--- config.mk ---
export PLATFORM = sky130hd
export DESIGN_NAME = joy_event_queue_flat
export DESIGN_NICKNAME = d
export VERILOG_FILES = /design/src/rtl/joy_event_pkg.sv /design/src/rtl/joy_event_queue_if.sv /design/src/rtl/joy_event_fifo.sv /design/src/rtl/joy_event_queue.sv /design/src/flat_wrapper.sv
export SDC_FILE = /design/constraint.sdc
export NUM_CORES = 1
export LEC_CHECK = 0
export CORE_ASPECT_RATIO = 0.7
export CORE_MARGIN = 2
export CORE_UTILIZATION = 60
export CTS_CLUSTER_SIZE = 40
export DETAILED_ROUTE_END_ITERATION = 12
export PLACE_DENSITY = 0.81
export SETUP_SLACK_MARGIN = 0.1
export SYNTH_ARGS = -nofsm -noshare
export SYNTH_HDL_FRONTEND = slang
export SYNTH_SLANG_ARGS = --single-unit
--- constraint.sdc ---
create_clock -name clk -period 11.55 [get_ports clk]
set_clock_uncertainty 0.05 [all_clocks]
set_input_delay 1.7325 -clock clk [delete_from_list [all_inputs] [get_ports clk]]
set_output_delay 1.7325 -clock clk [all_outputs]
set_load 0.03 [all_outputs]
--- src/rtl/joy_event_pkg.sv ---
// Shared types and helpers for the joystick event queue.
// Event word layout: {joy, pressed, bit_idx[3:0]}.
package joy_event_pkg;

   localparam int unsigned EV_W       = 6;
   localparam int unsigned EV_JOY     = 5;
   localparam int unsigned EV_PRESS   = 4;
   localparam int unsigned EV_IDX_MSB = 3;
   localparam int unsigned EV_IDX_LSB = 0;
   localparam int unsigned NUM_BTNS   = 32;
   localparam int unsigned BTN_IDX_W  = 5;

   // Event payload as carried on the consumer bus
   typedef struct packed {
      logic       joy;     // 0 = player 1, 1 = player 2
      logic       press;   // 1 = press, 0 = release
      logic [3:0] idx;     // bit index within the player word
   } ev_t;

   function automatic ev_t pack_event(input logic joy, input logic press, input logic [3:0] idx);
      ev_t e;
      e.joy   = joy;
      e.press = press;
      e.idx   = idx;
      return e;
   endfunction

endpackage

--- src/rtl/joy_event_queue_if.sv ---
// Event stream handshake between the queue (master) and the test-screen consumer (slave).
//  ev_valid : head of queue holds an event
//  ev_ready : consumer accepts the head this cycle
//  ev_data  : event payload, meaningful only while ev_valid
interface joy_event_queue_if;
   import joy_event_pkg::*;

   logic ev_valid;
   logic ev_ready;
   ev_t  ev_data;

   modport master (output ev_valid, output ev_data, input ev_ready);
   modport slave  (input ev_valid, input ev_data, output ev_ready);
endinterface

--- src/rtl/joy_event_fifo.sv ---
// Small synchronous FIFO with registered full/empty and show-ahead output.
//  clk, reset : clock, asynchronous active-high reset
//  push, din  : write request and data (ignored while full)
//  pop        : read request (ignored while empty)
//  dout       : current head entry
//  full/empty : registered occupancy flags
module joy_event_fifo #(
   parameter int unsigned DEPTH = 16,
   parameter int unsigned WIDTH = 6
) (
   input  logic             clk,
   input  logic             reset,
   input  logic             push,
   input  logic [WIDTH-1:0] din,
   output logic             full,
   input  logic             pop,
   output logic [WIDTH-1:0] dout,
   output logic             empty
);

   localparam int unsigned AW = (DEPTH > 1) ? $clog2(DEPTH) : 1;
   localparam int unsigned CW = AW + 1;

   logic [DEPTH-1:0][WIDTH-1:0] mem;
   logic [AW-1:0]               wr_ptr;
   logic [AW-1:0]               rd_ptr;
   logic [CW-1:0]               count;
   logic [CW-1:0]               count_next;
   logic                        push_ok;
   logic                        pop_ok;

   // Full/empty come from registers, so a same-cycle pop never frees room for a push
   assign push_ok = push & ~full;
   assign pop_ok  = pop & ~empty;
   assign dout    = mem[rd_ptr];

   // Occupancy after this cycle's accepted push/pop
   always_comb begin
      count_next = count;
      if (push_ok && !pop_ok) begin
         count_next = count + CW'(1);
      end else if (pop_ok && !push_ok) begin
         count_next = count - CW'(1);
      end
   end

   // Storage, pointers (wrap naturally at power-of-two depth) and flags
   always_ff @(posedge clk or posedge reset) begin
      if (reset) begin
         mem    <= '0;
         wr_ptr <= '0;
         rd_ptr <= '0;
         count  <= '0;
         full   <= 1'b0;
         empty  <= 1'b1;
      end else begin
         if (push_ok) begin
            mem[wr_ptr] <= din;
            wr_ptr      <= wr_ptr + AW'(1);
         end
         if (pop_ok) begin
            rd_ptr <= rd_ptr + AW'(1);
         end
         count <= count_next;
         full  <= (count_next == CW'(DEPTH));
         empty <= (count_next == CW'(0));
      end
   end

endmodule

--- src/rtl/joy_event_queue.sv ---
// Debounces the two 16-bit joystick button words and queues one event per
// debounced press/release for the test-screen logic.
//  clk, reset           : clock, asynchronous active-high reset
//  joystick1/joystick2  : raw button words, 1 = pressed
//  joy1_db/joy2_db      : debounced button words
//  ev                   : event stream (valid/ready/data)
//  ev_overrun           : sticky, set when an event had to wait for FIFO room
module joy_event_queue
   import joy_event_pkg::*;
#(
   parameter int unsigned TICK_DIV    = 50000,
   parameter int unsigned DEB_SAMPLES = 3,
   parameter int unsigned FIFO_DEPTH  = 16
) (
   input  logic                     clk,
   input  logic                     reset,
   input  logic [15:0]              joystick1,
   input  logic [15:0]              joystick2,
   output logic [15:0]              joy1_db,
   output logic [15:0]              joy2_db,
   joy_event_queue_if.master        ev,
   output logic                     ev_overrun
);

   localparam int unsigned CNT_W = (TICK_DIV > 1) ? $clog2(TICK_DIV) : 1;

   logic [CNT_W-1:0]                        presc;
   logic                                    tick_c;
   logic [NUM_BTNS-1:0]                     raw_c;
   logic [NUM_BTNS-1:0][DEB_SAMPLES-1:0]    hist;
   logic [NUM_BTNS-1:0][DEB_SAMPLES-1:0]    hist_next_c;
   logic [NUM_BTNS-1:0]                     flip_c;
   logic [NUM_BTNS-1:0]                     stable;
   logic [NUM_BTNS-1:0]                     chg;
   logic [NUM_BTNS-1:0]                     pending;
   logic [NUM_BTNS-1:0]                     emit_mask_c;
   logic [BTN_IDX_W-1:0]                    sel_idx_c;
   logic                                    push_c;
   logic                                    pop_c;
   ev_t                                     din_c;
   logic                                    fifo_full;
   logic                                    fifo_empty;
   logic [EV_W-1:0]                         fifo_dout;

   assign raw_c   = {joystick2, joystick1};
   assign tick_c  = (presc == CNT_W'(TICK_DIV - 1));
   assign joy1_db = stable[15:0];
   assign joy2_db = stable[31:16];

   // Sample-tick prescaler
   always_ff @(posedge clk or posedge reset) begin
      if (reset) begin
         presc <= '0;
      end else if (tick_c) begin
         presc <= '0;
      end else begin
         presc <= presc + CNT_W'(1);
      end
   end

   // A bit flips once the full history, including this tick's sample, agrees on the opposite level
   always_comb begin
      hist_next_c = hist;
      flip_c      = '0;
      for (int b = 0; b < int'(NUM_BTNS); b++) begin
         hist_next_c[b] = {hist[b][DEB_SAMPLES-2:0], raw_c[b]};
         if (tick_c) begin
            flip_c[b] = ( (&hist_next_c[b]) & ~stable[b]) |
                        (~(|hist_next_c[b]) &  stable[b]);
         end
      end
   end

   // Debounce state; the first history stage doubles as the input synchroniser
   always_ff @(posedge clk or posedge reset) begin
      if (reset) begin
         hist   <= '0;
         stable <= '0;
         chg    <= '0;
      end else begin
         if (tick_c) begin
            hist <= hist_next_c;
         end
         stable <= stable ^ flip_c;
         chg    <= flip_c;
      end
   end

   // Lowest pending index wins: P1 bit0 first, P2 bit15 last
   always_comb begin
      sel_idx_c = '0;
      for (int i = int'(NUM_BTNS) - 1; i >= 0; i--) begin
         if (pending[i]) begin
            sel_idx_c = BTN_IDX_W'(i);
         end
      end
   end

   // Emit one event per cycle when there is room; the event reports the current level
   always_comb begin
      push_c      = (|pending) & ~fifo_full;
      emit_mask_c = '0;
      din_c       = pack_event(sel_idx_c[4], stable[sel_idx_c], sel_idx_c[3:0]);
      if (push_c) begin
         emit_mask_c = NUM_BTNS'(1) << sel_idx_c;
      end
   end

   // Double change before emission cancels out; a change coinciding with emission re-arms the bit
   always_ff @(posedge clk or posedge reset) begin
      if (reset) begin
         pending    <= '0;
         ev_overrun <= 1'b0;
      end else begin
         pending <= (pending & ~emit_mask_c) ^ chg;
         if ((|pending) && fifo_full) begin
            ev_overrun <= 1'b1;
         end
      end
   end

   assign pop_c       = ~fifo_empty & ev.ev_ready;
   assign ev.ev_valid = ~fifo_empty;
   assign ev.ev_data  = ev_t'(fifo_dout);

   joy_event_fifo #(
      .DEPTH (FIFO_DEPTH),
      .WIDTH (EV_W)
   ) u_fifo (
      .clk   (clk),
      .reset (reset),
      .push  (push_c),
      .din   (EV_W'(din_c)),
      .full  (fifo_full),
      .pop   (pop_c),
      .dout  (fifo_dout),
      .empty (fifo_empty)
   );

endmodule
--- src/flat_wrapper.sv ---
// flat-port wrapper written by rule: the top's interface ports become plain ports
module joy_event_queue_flat import joy_event_pkg::*;
#(
   parameter int unsigned TICK_DIV    = 50000,
   parameter int unsigned DEB_SAMPLES = 3,
   parameter int unsigned FIFO_DEPTH  = 16
)
  (clk, reset, joystick1, joystick2, joy1_db, joy2_db, ev_overrun, ev_ev_valid, ev_ev_data, ev_ev_ready);
  joy_event_queue_if ev_i ();
  input  logic clk;
  input  logic reset;
  input  logic [15:0] joystick1;
  input  logic [15:0] joystick2;
  output logic [15:0] joy1_db;
  output logic [15:0] joy2_db;
  output logic ev_overrun;
  output wire logic [$bits(ev_i.ev_valid)-1:0] ev_ev_valid;
  output wire logic [$bits(ev_i.ev_data)-1:0] ev_ev_data;
  input wire logic [$bits(ev_i.ev_ready)-1:0] ev_ev_ready;
  assign ev_ev_valid = ev_i.ev_valid;
  assign ev_ev_data = ev_i.ev_data;
  assign ev_i.ev_ready = ev_ev_ready;
  joy_event_queue #(.TICK_DIV(TICK_DIV), .DEB_SAMPLES(DEB_SAMPLES), .FIFO_DEPTH(FIFO_DEPTH)) u_core (.clk(clk), .reset(reset), .joystick1(joystick1), .joystick2(joystick2), .joy1_db(joy1_db), .joy2_db(joy2_db), .ev(ev_i), .ev_overrun(ev_overrun));
endmodule
==> run metrics <==
Max FO, Critical Path=24; HP Class=flip-flop to flip-flop; CP peak stage delay=0.61 ns; Least-Margin Pin Slew=1.20 ns; Post-CTS Hold Buffers=0; Post-CTS Setup Bufs=0; Synth cell types=56; Layout area overhead=14.4%; Avg Inst Size Synth=11.8 um^2; vias in the first global route=8,696; max_slew headroom=20.0%; critical path arrival=2.97 ns; Peak VDD IR=149 uV; Initial DRT Pass Iterations=6; Slew Viols, Final=0; post-synth top area share=56.2%; initial antenna violation count=0; Clk Latency, worst-skew pair=0.53 ns; Crit Path Class=flip-flop to output port; DRC=0; critical path required time=9.77 ns; Crit. End Element=output port; first-pass GRT wire length=47.1 mm; share of cells above drive strength 1=15.6%; Max Cap Viol=0; top post-synthesis cells by count=dfrtp_1, nand2_1, o21ai_0; switching share of power=35.2%; hold_ws=0.392 ns; area leader, netlist=dfrtp_1; clk root buf=clkbuf_16; Port-buffer cells=74; WL/cell=20.2 um; CP max stage cell=clkdlybuf4s50_1; Core Area=20,800 um^2; Seq pwr share=41.4%; largest net degree at the start of global routing=142; RSZ-0062 raised after global routing=false; P_sw=1.13 mW; count leader, synth=dfrtp_1; EDFF count, synth=0; Pwr Density=220 nW/um^2; nets@finish=1,189; Final period util=41.1%; DIE AREA=22,500 um^2; crit-path leading delay family=multiplexers; Max Root-Sink Buffers=3; Placer Congestion=0.962; via count=8,998; sequential share of the synthesized area=56.4%; Synth Cell Area=12,800 um^2; 1st-iter DRT viols=937; final hold vios=0; internal power=2.08 mW; Synth Instances=1,085; CP dominant cell by count=mux4_2; CTS buffer count=27; YS warnings=0; Critical Path Start Type=flip-flop; ant diodes=0; GRT Resource Usage Total=26.8%; CTS sink count=288; status=finished, final reports clean; PostCTS Resize Cnt=0; num ports=75; Final min period=4.75 ns; Comb pwr share=31.2%; asr flop ratio synth=100%; Buf/Inv on CP=2; FMAX=0.211 GHz; Total Wirelength=29.2 mm; antenna-violating nets left=0; row count=44; die height=126 um; synth top area cells=dfrtp_1, mux2_2, mux4_2, o21ai_0, nand2_1; DR vias/cell=6.24; die width=178 um; CTS tree=done; Seq cells post-synth=288; Starting Density=61.4%; HPWL Detailed=19.5 mm; gr ovfl total=0; setup TNS=0 ns; Clk pin slew, worst setup/hold paths=0.06 ns; clock power share=27.4%; Final setup violation count=0; top_reg_cell synth=dfrtp_1; crit path cell chain=buf_4, mux4_2, mux4_2, clkdlybuf4s50_1; htree depth=1; Leak=6.49 nW; Syn Nets=1,128
==> stage by stage <==
step	power, mW	instances	utilization (%)	setup WS [ns]	area (um^2)
after global placement	2.28	1393	66.1	7.36	13800
final	3.21	1442	70.3	6.80	14600
after CTS	3.21	1442	70.3	6.77	14600
after global routing	3.37	1442	70.3	6.69	14600
after floorplan	2.02	1085	-	1.82	12800
after detailed placement	2.32	1393	66.1	7.32	13800
==> kinds of logic (layout without fill, tap and decap cells) <==
kind of cell / after synthesis / count (layout) / share of synthesized area [%]
flip-flops: 288 / 288 / 56.4
AND/OR/NAND/NOR: 313 / 313 / 13.1
buffers and inverters: 72 / 153 / 2.21
XOR/XNOR: 87 / 87 / 5.96
adder cells (fa/ha/maj): 8 / 8 / 0.783
AO/OA/AOI/OAI: 215 / 215 / 9.93
multiplexers: 102 / 102 / 11.7
==> cell type report <==
type / count / area [um^2]
sequential: 288 / 7210
fill: 1433 / 6180
multi-input combinational: 725 / 5310
timing repair buffer: 84 / 816
clock buffer: 40 / 774
tap: 276 / 345
clock inverter: 9 / 97.6
inverter: 20 / 82.6
==> layer usage <==
layer,vias up,global-route usage (%),part of all wire (%)
met4,0,6.89,2.3
met1,4520,42.6,46
met3,64,5.62,9.2
met5,-,0,0
li1,4038,-,-
met2,376,37.9,43
==> flip-flops by register name, summed over array words and instances, names as in the netlist <==
name,cells
u_core.chg,32
u_core.ev_overrun,1
u_core.hist,64
u_core.pending,32
u_core.presc,16
u_core.stable,32
u_core.u_fifo.count,5
u_core.u_fifo.empty,1
u_core.u_fifo.full,1
u_core.u_fifo.mem,96
u_core.u_fifo.rd_ptr,4
u_core.u_fifo.wr_ptr,4
==> cells in the final DEF (no fill, tap or decap), types with 29 or more instances in the layout <==
master	n
dfrtp_1	287
nand2_1	149
o21ai_0	118
clkdlybuf4s50_1	74
mux2_2	66
xnor2_1	54
a21oi_1	39
xor2_1	33
mux4_2	31
nor2_1	29
==> path summary, 6_finish.rpt <==
check	cells past startpoint	end	start	slack (ns)
setup / recovery	4	ev_ev_data[1]	u_core.u_fifo.rd_ptr[1]	6.80
hold / removal	1	u_core.pending[21]	u_core.chg[21]	0.39
setup reg to reg	9	u_core.u_fifo.mem[70]	u_core.pending[9]	7.40
hold reg to reg	1	u_core.pending[21]	u_core.chg[21]	0.39
max in group asynchronous	3	u_core.u_fifo.mem[70]	reset	8.08
min in group asynchronous	2	u_core.hist[18]	reset	1.71
==> power groups by stage <==
| stage | logic, mW | clock network [mW] | registers (mW) |
|---|---|---|---|
| final | 1.00 | 0.881 | 1.33 |
| after global routing | 1.10 | 0.930 | 1.35 |
| after CTS | 0.993 | 0.890 | 1.32 |
| after detailed placement | 0.985 | 0 | 1.34 |
| after global placement | 0.946 | 0 | 1.34 |
| after floorplan | 0.741 | 0 | 1.28 |
(Power assumes the default switching activity.)
